==> config.mk <==
export PLATFORM = sky130hd
export DESIGN_NAME = imem_dmem_arbiter
export DESIGN_NICKNAME = d
export VERILOG_FILES = /design/src/rtl/imem_dmem_arbiter.sv
export SDC_FILE = /design/constraint.sdc
export NUM_CORES = 1
export LEC_CHECK = 0
export CAP_MARGIN = 20
export CORE_AREA = 2 2 130 132
export DETAILED_ROUTE_END_ITERATION = 6
export DIE_AREA = 0 0 132 134
export MAX_ROUTING_LAYER = met4
export PLACE_DENSITY = 0.59
export RECOVER_POWER = 25
export SETUP_SLACK_MARGIN = 0.4
export SLEW_MARGIN = 20
export SYNTH_ARGS = -nofsm -noshare
export SYNTH_HDL_FRONTEND = slang
export SYNTH_SLANG_ARGS = --single-unit
==> constraint.sdc <==
create_clock -name clk -period 2.49 [get_ports clk]
set_input_delay 0.498 -clock clk [delete_from_list [all_inputs] [get_ports clk]]
set_output_delay 0.498 -clock clk [all_outputs]
set_load 0.01 [all_outputs]
==> src/rtl/imem_dmem_arbiter.sv <==
// Arbiter sharing one single-ported unified memory between fetch (I) and memory stage (D).
// Optional stall performance counters are built when ARB_PERF_CNT_EN is defined.
//
// state  | meaning
// IDLE   | port free; D has priority unless I has waited STARVE_MAX D grants
// BUSY_I | fetch in flight; a flush marks it killed so its data is dropped
// BUSY_D | load/store in flight; completes with d_valid regardless of flush
module imem_dmem_arbiter #(
  parameter int ADDR_W     = 32,
  parameter int DATA_W     = 32,
  parameter int MEM_LAT    = 2,
  parameter int STARVE_MAX = 4
) (
  input  logic              clk,
  input  logic              rst,
  input  logic              i_req,
  input  logic [ADDR_W-1:0] i_addr,
  input  logic              i_flush,
  output logic [DATA_W-1:0] i_rdata,
  output logic              i_valid,
  input  logic              d_req,
  input  logic              d_we,
  input  logic [ADDR_W-1:0] d_addr,
  input  logic [DATA_W-1:0] d_wdata,
  output logic [DATA_W-1:0] d_rdata,
  output logic              d_valid,
  output logic              mem_req,
  output logic              mem_we,
  output logic [ADDR_W-1:0] mem_addr,
  output logic [DATA_W-1:0] mem_wdata,
  input  logic [DATA_W-1:0] mem_rdata,
  output logic              stall_f,
  output logic              stall_m,
  output logic [31:0]       perf_i_stall,
  output logic [31:0]       perf_d_stall
);

  localparam int CNT_W = $clog2(MEM_LAT + 1);
  localparam int STV_W = $clog2(STARVE_MAX + 1);

  typedef enum logic [1:0] {
    IDLE   = 2'd0,
    BUSY_I = 2'd1,
    BUSY_D = 2'd2
  } arbState_t;

  arbState_t        state, stateNext;
  logic [CNT_W-1:0] latCnt, latCntNext;
  logic [STV_W-1:0] starveCnt, starveCntNext;
  logic             killFlag, killNext;
  logic             storeFlag, storeNext;
  logic             grantI, grantD;
  logic             lastCycle;
  logic             starveHit;

  assign lastCycle = (latCnt == CNT_W'(1));
  assign starveHit = (starveCnt == STV_W'(STARVE_MAX));

  always_ff @(posedge clk or negedge rst) begin
    if (!rst) begin
      state     <= IDLE;
      latCnt    <= '0;
      starveCnt <= '0;
      killFlag  <= 1'b0;
      storeFlag <= 1'b0;
    end else begin
      state     <= stateNext;
      latCnt    <= latCntNext;
      starveCnt <= starveCntNext;
      killFlag  <= killNext;
      storeFlag <= storeNext;
    end
  end

  always_comb begin
    stateNext  = state;
    latCntNext = latCnt;
    killNext   = killFlag;
    storeNext  = storeFlag;
    grantI     = 1'b0;
    grantD     = 1'b0;
    case (state)
      IDLE: begin
        // Grants are gated by rst so mem_req stays low while reset is held
        if (rst && d_req && !(i_req && starveHit)) begin
          grantD     = 1'b1;
          stateNext  = BUSY_D;
          latCntNext = CNT_W'(MEM_LAT);
          storeNext  = d_we;
        end else if (rst && i_req && !i_flush) begin
          grantI     = 1'b1;
          stateNext  = BUSY_I;
          latCntNext = CNT_W'(MEM_LAT);
          killNext   = 1'b0;
        end
      end
      BUSY_I: begin
        latCntNext = latCnt - CNT_W'(1);
        if (lastCycle) begin
          stateNext = IDLE;
          killNext  = 1'b0;
        end else if (i_flush) begin
          killNext = 1'b1;
        end
      end
      BUSY_D: begin
        latCntNext = latCnt - CNT_W'(1);
        if (lastCycle) begin
          stateNext = IDLE;
        end
      end
      default: begin
        stateNext = IDLE;
      end
    endcase
  end

  always_comb begin
    starveCntNext = starveCnt;
    if (grantD && i_req) begin
      if (!starveHit) begin
        starveCntNext = starveCnt + STV_W'(1);
      end
    end else if (grantI || !i_req) begin
      starveCntNext = '0;
    end
  end

  // A flush arriving on the completion cycle also drops the fetch data
  assign i_valid = (state == BUSY_I) && lastCycle && !killFlag && !i_flush;
  assign d_valid = (state == BUSY_D) && lastCycle;

  assign i_rdata = i_valid ? mem_rdata : '0;
  assign d_rdata = (d_valid && !storeFlag) ? mem_rdata : '0;

  assign mem_req   = grantI || grantD;
  assign mem_we    = grantD && d_we;
  assign mem_addr  = grantD ? d_addr : (grantI ? i_addr : '0);
  assign mem_wdata = (grantD && d_we) ? d_wdata : '0;

  assign stall_f = rst && i_req && !i_valid && !i_flush;
  assign stall_m = rst && d_req && !d_valid;

`ifdef ARB_PERF_CNT_EN
  logic [31:0] perfI, perfD;

  always_ff @(posedge clk or negedge rst) begin
    if (!rst) begin
      perfI <= '0;
      perfD <= '0;
    end else begin
      if (stall_f) perfI <= perfI + 32'd1;
      if (stall_m) perfD <= perfD + 32'd1;
    end
  end

  assign perf_i_stall = perfI;
  assign perf_d_stall = perfD;
`else
  assign perf_i_stall = '0;
  assign perf_d_stall = '0;
`endif

endmodule
## Word-level counts from Yosys, hierarchy flattened

Cells that the tools add are included.
Widths: inputs -> output; s select.

- $add $sub $neg: 2
- Equality and inequality tests: 10
- Mux-type cells: 25
- Reductions and logical operators: 34

Operator list:

| operator | count |
|---|---|
| $mux 32 | 5 |
| $logic_and 1x1->1 | 15 |
| $mux 2 | 5 |
| $mux 1 | 9 |
| $mux 3 | 3 |
| $pmux 2 s2 | 2 |
| $reduce_and 2->1 | 4 |
| $logic_not 1->1 | 7 |
| $ne 2x2->1 const B | 3 |
| $ne 3x3->1 const B | 2 |
| $reduce_bool 2->1 | 3 |
| $eq 2x1->1 const B | 2 |
| $reduce_and 4->1 | 1 |
| $add 3x1->3 const B | 1 |
| $eq 3x3->1 const B | 1 |
| $eq 2x2->1 const B | 1 |
| $logic_not 2->1 | 1 |
| $logic_or 1x1->1 | 2 |
| $ne 2x1->1 const B | 1 |
| $pmux 1 s2 | 1 |
| $reduce_or 2->1 | 1 |
| $sub 2x1->2 const B | 1 |

- Flip-flop bits (word level): 9
- Output and inout bits: 198
- Logic and storage cells: 76

## Longest topological paths before layout

- Depth after elaboration: 9
- Depth in mapped cells: 7
- Gate-level depth less buffers: 5

## Least setup slack after synthesis

Ideal clock, no wire load.

- Path type: reg2out
- Start: register state[0]
- End: output port mem_addr[10]
- Data arrival time: 1562 ps
- Required time: 1992 ps
- Setup slack: 430 ps
- Cell stages (with the launch flop): 8
- Buffers on the path: 2
- Path through: dfrtp_1 -> inv_1 -> ha_1 -> buf_2 -> nand4b_2 -> a21oi_2 -> buf_2 -> a22o_1

- Cells in the longest elaborated chain, start to end: 4
- Elaborated cells between the ends (all ways): 5
- Those cells by class: 4 x mux; 1 x reduce/logical

RTL lines:

| what | line | text |
|---|---|---|
| start, declared | 47 | `arbState_t state, stateNext;` |
| start signal, assigned | 67 | `state <= stateNext;` |
| $logic_not 2->1 (*) | 82 | `case (state)` |
| $mux 1 | 82 |  |
| $mux 32 | 138 | `assign mem_addr = grantD ? d_addr : (grantI ? i_addr : '0);` |
| $mux 32 (*) | 138 |  |
| end, declared | 29 | `output logic [ADDR_W-1:0] mem_addr,` |

Every way passes the cells marked *; elsewhere a longest branch is shown, timed or not.

## Worst setup path after layout

- Start: register starveCnt[1]
- End: output port mem_wdata[1]

- Cells in the longest elaborated chain, start to end: 8

RTL lines:

| what | line | text |
|---|---|---|
| start, declared | 49 | `logic [STV_W-1:0] starveCnt, starveCntNext;` |
| start signal, assigned | 69 | `starveCnt <= starveCntNext;` |
| $eq 3x3->1 | 57 | `assign starveHit = (starveCnt == STV_W'(STARVE_MAX));` |
| $logic_and 1x1->1 | 85 | `if (rst && d_req && !(i_req && starveHit)) begin` |
| $logic_not 1->1 | 85 |  |
| $logic_and 1x1->1 | 85 |  |
| $mux 1 | 85 |  |
| $mux 1 | 82 |  |
| $logic_and 1x1->1 | 139 | `assign mem_wdata = (grantD && d_we) ? d_wdata : '0;` |
| $mux 32 | 139 |  |
| end, declared | 30 | `output logic [DATA_W-1:0] mem_wdata,` |

No other way between the ends.

==> impl_metrics.env <==
export IMPL_core_area_mm2=0.0163
export IMPL_antenna_found_initial=0
export IMPL_grt_pass1_wl_mm=16.4
export IMPL_synthAdderAreaFrac_pct=3.49
export IMPL_outcome="completed"
export IMPL_clock_latency_ns=0.24
export IMPL_final_cell_mix="clkdlybuf4s50_1, buf_6, and2_4"
export IMPL_cp_endpoint="mem_wdata[1]"
export IMPL_synthArstFlopShare_pct=100
export IMPL_max_cap_violations=0
export IMPL_hpwl_mm=7.84
export IMPL_drv_slew=0
export IMPL_via_per_inst=3.67
export IMPL_crit_chain="inv_2 > ha_4 > and3_4 > nor3b_4 > buf_4 > buf_6 > clkbuf_16 > and2_4 > buf_6"
export IMPL_synthXorXnorAreaFrac_pct=0
export IMPL_synth_top_family_by_area="simple AND/OR/NAND/NOR gates"
export IMPL_crit_fanout=8
export IMPL_vdd_drop_max_mv=0.239
export IMPL_nets=759
export IMPL_vias=3074
export IMPL_leakage_nw=2.87
export IMPL_grt_max_degree=17
export IMPL_final_util_pct=36.6
export IMPL_fp_dieW_um=132
export IMPL_die_y_um=134
export IMPL_ff2ff_path_depth=8
export IMPL_gp_congestion=0.731
export IMPL_start_util_pct=13.2
export IMPL_critPathKind="register to primary output"
export IMPL_hp_class="input pin to asynchronous set/reset pin"
export IMPL_synth_cells=284
export IMPL_power_density_mw_per_mm2=377
export IMPL_finalSetupViolCount=0
export IMPL_rr_endpoint="latCnt[1]$_DFFE_PN0P_"
export IMPL_r2r_start="state[1]$_DFFE_PN0P_"
export IMPL_drive_above_1_share_pct=49.4
export IMPL_rows=47
export IMPL_instances_no_fill=838
export IMPL_hold_viol_final=0
export IMPL_grt_pass1_vias=2874
export IMPL_synth_edff_count=0
export IMPL_totalWireLength_mm=11.9
export IMPL_synth_simple_area_share_pct=36.7
export IMPL_worstPathRequired_ns=1.99
export IMPL_cp_end_kind="primary output"
export IMPL_startpoint="starveCnt[1]$_DFFE_PN0P_"
export IMPL_max_stage_delay_ns=0.36
export IMPL_root_buffer="clkbuf_16"
export IMPL_syn2layout_area_growth_pct=177
export IMPL_grt_setup_unrepaired="true"
export IMPL_io_buffers=267
export IMPL_synth_distinct_cells=39
export IMPL_fin_crit_ns=2.35
export IMPL_synth_compound_area_share_pct=19.0
export IMPL_crit_path_top_delay_cell="dfrtp_1"
export IMPL_cts_max_level=1
export IMPL_cp_common_cell="buf_6"
export IMPL_grt_usage_pct=12.2
export IMPL_cts_sinks=9
export IMPL_synthMuxAreaShare_pct=0.988
export IMPL_cts_buffer_depth=2
export IMPL_drc_errors=0
export IMPL_synthesis_area_mm2=0.00215
export IMPL_routedWlPerCell_um=14.2
export IMPL_die_area_mm2=0.0177
export IMPL_ios=332
export IMPL_r2r_setup_slack_ns=0.62
export IMPL_diodes=0
export IMPL_ys_ff_latch=9
export IMPL_ys_seq_area_share_pct=10.5
export IMPL_cts_tree="yes"
export IMPL_cts_made_buffers=3
export IMPL_final_common_cell="clkdlybuf4s50_1"
export IMPL_period_share_pct=94.5
export IMPL_clk_pin_slew_ns=0.04
export IMPL_ys_warn_count=0
export IMPL_synth_ff_type="dfrtp_1"
export IMPL_ant_nets=0
export IMPL_place_inst=779
export IMPL_start_kind="register"
export IMPL_drt_initial_drc_count=56
export IMPL_syn_area_per_cell_um2=7.58
export IMPL_skew_ns=0.00184
export IMPL_max_freq_mhz=425
export IMPL_dr_pass1_iters=4
export IMPL_cp_data_arrival_time_ns=1.85
export IMPL_grt_ovfl_total=0
[logic make-up after synthesis]
family | Yosys count
multiplexers | 2
AND/OR/NAND/NOR | 125
flip-flops | 9
buffers and inverters | 91
other | 1
adder cells (fa/ha/maj) | 6
AO/OA/AOI/OAI | 50
[critical path: cells and delay by family (launching register included)]
kind	cells	cell delay [ns]
fa+ha+maj	1	0.16
buf+inv	5	0.52
flops	1	0.36
simple gates	3	0.55
[final cells by class]
class	count	area [µm²]
fillers	1688	10300
well taps	220	275
flip-flops and latches	9	225
multi-input cells	247	1810
clock buffers	4	78.8
inverters	8	30.0
repair buffers	350	3540
[report_power, final]
part / leakage (nW) / total, W / switching [W] / internal [W]
sequential: 0.115 / 0.000243 / 0.0000436 / 0.000200
combinational: 2.72 / 0.00171 / 0.000699 / 0.00102
clock: 0.0382 / 0.000291 / 0.0000766 / 0.000215
total: 2.87 / 0.00225 / 0.000819 / 0.00143
[stage by stage]
| step | total power [W] | setup TNS, ns | hold WS (ns) | setup slack [ns] | area (µm²) |
|---|---|---|---|---|---|
| floorplan | 0.000894 | 0 | 0.202 | 0.430 | 2390 |
| global placement | 0.00155 | -28.96 | 0.492 | -0.335 | 5020 |
| detailed placement | 0.00155 | -30.60 | 0.493 | -0.389 | 5020 |
| CTS | 0.00215 | 0 | 0.361 | 0.102 | 5490 |
| global route | 0.00241 | 0 | 0.472 | 0.0485 | 5970 |
| finish | 0.00225 | 0 | 0.427 | 0.137 | 5970 |
[synthesized netlist by cell type (all sizes together) (3+ instances only)]
cell,instances,share of area (%)
nand2,7,1.2
and2,97,28
o31ai,3,1.0
a22o,32,13
inv,8,1.4
dfrtp,9,10
ha,6,3.5
clkbuf,7,1.3
nand4b,3,1.5
a21oi,4,1.1
buf,76,27
nor2,5,0.99
[layer usage]
layer | up-vias | routed length (µm) | track usage [%]
met4 | 0 | 75 | 1.51
met5 | - | 0 | -
met2 | 186 | 6500 | 22.8
met1 | 1381 | 4420 | 13.9
li1 | 1501 | - | -
met3 | 6 | 889 | 2.23
[registers in the layout (all words and copies together) (netlist names)]
signal	flops
killFlag	1
latCnt	2
starveCnt	3
state	2
storeFlag	1
[how the worst min path moves through the flow]
stage,from,to
floorplan,rst,killFlag$_DFFE_PN0P_
global placement,storeFlag$_DFFE_PN0P_,storeFlag$_DFFE_PN0P_
detailed placement,latCnt[0]$_DFFE_PN0P_,latCnt[0]$_DFFE_PN0P_
CTS,rst,starveCnt[2]$_DFFE_PN0P_
global route,rst,starveCnt[2]$_DFFE_PN0P_
finish,rst,starveCnt[2]$_DFFE_PN0P_
[timing repair]
action / in CTS / in global routing
resized for setup: 613 / 137
hold buffers: 0 / 0
gates cloned: 11 / 4
setup endpoints to repair: 134 / 133
setup buffers: 31 / 9
pin swaps: 42 / 33
Note: power is estimated with default switching activity, not from simulation.
